<file path="config.mk">
export PLATFORM = sky130hd
export DESIGN_NAME = t_mux_buf
export DESIGN_NICKNAME = d
export VERILOG_FILES = /design/src/rtl/t_mux_buf.sv
export SDC_FILE = /design/constraint.sdc
export NUM_CORES = 1
export LEC_CHECK = 0
export BUFFER_PORTS_ARGS = -buffer_cell sky130_fd_sc_hd__buf_2
export CORE_MARGIN = 2
export CORE_UTILIZATION = 40
export CTS_BUF_LIST = sky130_fd_sc_hd__clkbuf_2
export DETAILED_ROUTE_END_ITERATION = 8
export PLACE_DENSITY = 0.72
export SYNTH_ARGS = -nofsm -noshare
export SYNTH_HDL_FRONTEND = slang
export SYNTH_SLANG_ARGS = --single-unit
export TNS_END_PERCENT = 10
</file>
<file path="constraint.sdc">
create_clock -name clk -period 3.27 [get_ports clk]
set_input_delay 0.1635 -clock clk [delete_from_list [all_inputs] [get_ports clk]]
set_output_delay 0.1635 -clock clk [all_outputs]
set_load 0.02 [all_outputs]
</file>
<file path="src/rtl/t_mux_buf.sv">
// Two-source input mux feeding a DEPTH-entry FIFO with registered-only backpressure.
// The head entry is presented one cycle after it is written; there is no fall-through.
module t_mux_buf #(
    parameter int unsigned A_W   = 4,
    parameter int unsigned D_W   = 32,
    parameter int unsigned DEPTH = 4
) (
    input  logic                       clk,
    input  logic                       rst_n,
    input  logic                       ce,
    input  logic                       i_v,
    input  logic                       i_sel,
    input  logic [A_W-1:0]             i0_addr,
    input  logic [A_W-1:0]             i1_addr,
    input  logic [D_W-1:0]             i0_data,
    input  logic [D_W-1:0]             i1_data,
    output logic                       i_bp,
    output logic                       o_v,
    output logic [A_W-1:0]             o_addr,
    output logic [D_W-1:0]             o_data,
    input  logic                       o_bp,
    output logic [$clog2(DEPTH):0]     occ
);

    localparam int unsigned PW = $clog2(DEPTH);
    localparam int unsigned OW = PW + 1;
    localparam logic [OW-1:0] Full = OW'(DEPTH);

    logic [PW-1:0]  wr_ptr_q, wr_ptr_d;
    logic [PW-1:0]  rd_ptr_q, rd_ptr_d;
    logic [OW-1:0]  occ_q, occ_d;
    logic [A_W-1:0] mem_addr [DEPTH];
    logic [D_W-1:0] mem_data [DEPTH];

    logic           push, pop;
    logic [A_W-1:0] sel_addr;
    logic [D_W-1:0] sel_data;

    assign sel_addr = i_sel ? i1_addr : i0_addr;
    assign sel_data = i_sel ? i1_data : i0_data;

    // Backpressure depends only on registered occupancy and ce.
    assign i_bp = ~ce | (occ_q == Full);
    assign o_v  = ce & (occ_q != '0);

    assign push = ce & i_v & ~i_bp;
    assign pop  = ce & o_v & ~o_bp;

    assign o_addr = o_v ? mem_addr[rd_ptr_q] : '0;
    assign o_data = o_v ? mem_data[rd_ptr_q] : '0;
    assign occ    = occ_q;

    always_comb begin
        wr_ptr_d = wr_ptr_q;
        rd_ptr_d = rd_ptr_q;
        occ_d    = occ_q;
        if (push) begin
            wr_ptr_d = wr_ptr_q + 1'b1;
        end
        if (pop) begin
            rd_ptr_d = rd_ptr_q + 1'b1;
        end
        if (push && !pop) begin
            occ_d = occ_q + 1'b1;
        end else if (pop && !push) begin
            occ_d = occ_q - 1'b1;
        end
    end

    always_ff @(posedge clk) begin
        if (!rst_n) begin
            wr_ptr_q <= '0;
            rd_ptr_q <= '0;
            occ_q    <= '0;
        end else begin
            wr_ptr_q <= wr_ptr_d;
            rd_ptr_q <= rd_ptr_d;
            occ_q    <= occ_d;
        end
    end

    // Storage is not reset; it is only visible once occupancy is non-zero.
    always_ff @(posedge clk) begin
        if (rst_n && push) begin
            mem_addr[wr_ptr_q] <= sel_addr;
            mem_data[wr_ptr_q] <= sel_data;
        end
    end

endmodule

</file>
==> impl_metrics.ini <==
[min_path]
hp-class = in -> reg

[critical_path]
path_class = reg -> out
critPathRequiredTime_ns = 3.11
crit_arrival_ns = 2.55
cp_slowest_cell = dfxtp_2
worst_setup_path_start_kind = flip-flop
endpoint_kind = output port
path_buf_inv = 2
cp_max_fo = 13
critPathMaxStageDelay_ns = 0.68
cp_top_family = flip-flops
crit_chain = buf_4 -> mux4_2 -> nor2b_1 -> buf_2

[power]
p_leak_uw = 0.00290
ir_drop_v = 0.000243
swShare_pct = 28.7
internal_power_uw = 3030
p_per_area_nw_per_um2 = 521
power_frac_comb_pct = 23.6
p_clk_share_pct = 22.6
seqPwrFrac_pct = 53.8
p_sw_uw = 1220

[detailed_routing]
wl_mm = 12.0
ant_nets = 0
viasPerCell = 4.75
drc = 0
firstDrtPassIters = 4
vias = 3570
wl_per_cell_um = 16.0
drt_iter0_drc = 286

[global_route]
overflow = 0
antenna_found_initial = 0
grt_start_max_net_pins = 42
grt_pass1_wl_mm = 18.6
grt_pass1_vias = 3664
grt_usage_pct = 15.1

[clock_network]
cts_buffers = 17
post_cts_buffers = 0
cts_root_buf = clkbuf_2
clock_path_buffers = 2
cts_tree = done
clk_pin_slew_ns = 0.22
clock_sinks = 153
cts_max_level = 4
clkLatencyLatePin_ns = 0.69

[synthesis]
syn-num-nets = 405
synth_cell_types = 26
synth_edf_count = 144
syn_area_um2 = 6370
yosys_warnings = 0
ys.flop_type = edfxtp_1
synth-seq-area-share_pct = 70.7
syn_inst = 321
syn_area_per_cell_um2 = 19.8
ys_async_sr_fraction_pct = 0
ys_ff_latch = 153

[sta]
fin_crit_ns = 2.71
tightest_slew_ns = 0.997
fmax_ghz = 0.369
rsz0062_at_grt = no
setup_violations = 0
hold_violations = 0
slew_headroom_pct = 33.5
fin_tns_setup_ns = 0
finalMaxSlewViolations = 0
skew_ns = 0.0187
fin_crit_sh_pct = 82.9

[cells_and_area]
final_common_cell = edfxtp_1
drive_above_1_share_pct = 43.2
nFillCells = 1319
final_core_util_pct = 52.0
area_delta_synth_final_pct = 28.2
final_cell_mix = 144 x edfxtp_1, 118 x buf_2, 78 x dlygate4sd3_1
nNetsFinal = 606
antenna_cells = 0

[placement]
portBuffers = 118
dpl.hpwl_mm = 7.25
gp_congestion = 0.677

[floorplan]
design.core.area_um2 = 15700
ios = 119
die-area_um2 = 16900
num_rows = 46
start_util_pct = 40.5
die_h_um = 130
die_w_um = 130

[run]
cap_viol_max_count = 0

[status]
status = finished, final reports clean
[power by group through the flow]
stage	Sequential (uW)	Combinational, uW	Clock, uW
2_1_floorplan	2320	646	0
3_3_place_gp	2330	906	0
3_5_place_dp	2340	925	0
4_1_cts	2290	1020	994
5_1_grt	2300	1090	1080
6_report	2290	1000	961
[logic make-up after synthesis]
| logic type | count (synthesis) | synth area share, % |
|---|---|---|
| DFF | 153 | 70.7 |
| muxes | 75 | 19.6 |
| and+or+nand+nor | 55 | 5.09 |
| buffers and inverters | 21 | 1.89 |
| AOI/OAI and AO/OA | 9 | 1.18 |
| adders and majority gates | 6 | 1.30 |
| xor gates and xnor gates | 2 | 0.275 |
[timing repair]
action / CTS / global route
resized for setup: 0 / 0
hold buffers: 78 / 0
endpoints found under the hold margin: 153 / 0
[sequential cells by signal, indices dropped and copies added (netlist names), named ones only]
signal / cells
mem_data: 128
mem_addr: 16
occ: 3
rd_ptr_q: 2
wr_ptr_q: 2
[cell usage after synthesis, types with 4 or more instances]
master	number	share of area, %
clkbuf_1	4	0.24
nor2b_1	37	3.6
nand2_1	7	0.41
inv_1	4	0.24
mux4_2	36	13
ha_1	5	0.98
mux2_2	36	6.4
a21boi_0	4	0.47
dfxtp_1	9	2.8
buf_2	8	0.63
edfxtp_1	144	68
and3_1	4	0.39
buf_6	4	0.71
[per-layer routing]
| metal | vias up | GRT usage [%] | part of all wire [%] |
|---|---|---|---|
| met3 | 10 | 4.10 | 4.9 |
| met5 | - | 0 | 0 |
| li1 | 1680 | - | - |
| met4 | 0 | 5.12 | 0.81 |
| met2 | 107 | 26.1 | 51 |
| met1 | 1773 | 18.4 | 43 |
[worst paths after layout]
kind | startpoint | endpoint | slack [ns] | cells after the start
worst max-delay path | flip-flop | o_data[16] | 0.56 | 4
worst min-delay path | i0_data[0] | mem_data[2][0]$_DFFE_PP_ | 0.36 | 3
worst max register to register | occ[0]$_SDFFE_PN0P_ | occ[2]$_SDFFE_PN0P_ | 0.91 | 8
worst min register to register | rd_ptr_q[1]$_SDFFE_PN0P_ | flip-flop | 0.52 | 2
[final cells by class]
class	count	area [um2]	area share (%)
flip-flops and latches	153	4510	55.2
multi-input cells	147	1750	21.4
repair buffers	199	1410	17.2
well taps	216	270	3.31
clock inverters	15	135	1.65
clock buffers	17	85.1	1.04
inverters	4	15.0	0.184
[worst min-delay path: stages]
cell and delay [ns]:
buf_2 0.07, mux2_2 0.13, dlygate4sd3_1 0.59
[through the flow]
stage | setup WS, ns | std cells | power [uW] | hold WS (ns) | cell area [um2]
final | 0.559 | 751 | 4250 | 0.361 | 8170
after global routing | 0.297 | 751 | 4480 | 0.289 | 8170
after CTS | 0.403 | 751 | 4310 | 0.290 | 8170
after detailed placement | 0.928 | 641 | 3260 | 0.496 | 7170
after global placement | 1.10 | 641 | 3240 | 0.470 | 7170
after floorplan | 0.843 | 321 | 2960 | 0.312 | 6370
Power figures use the tool's default switching activity.
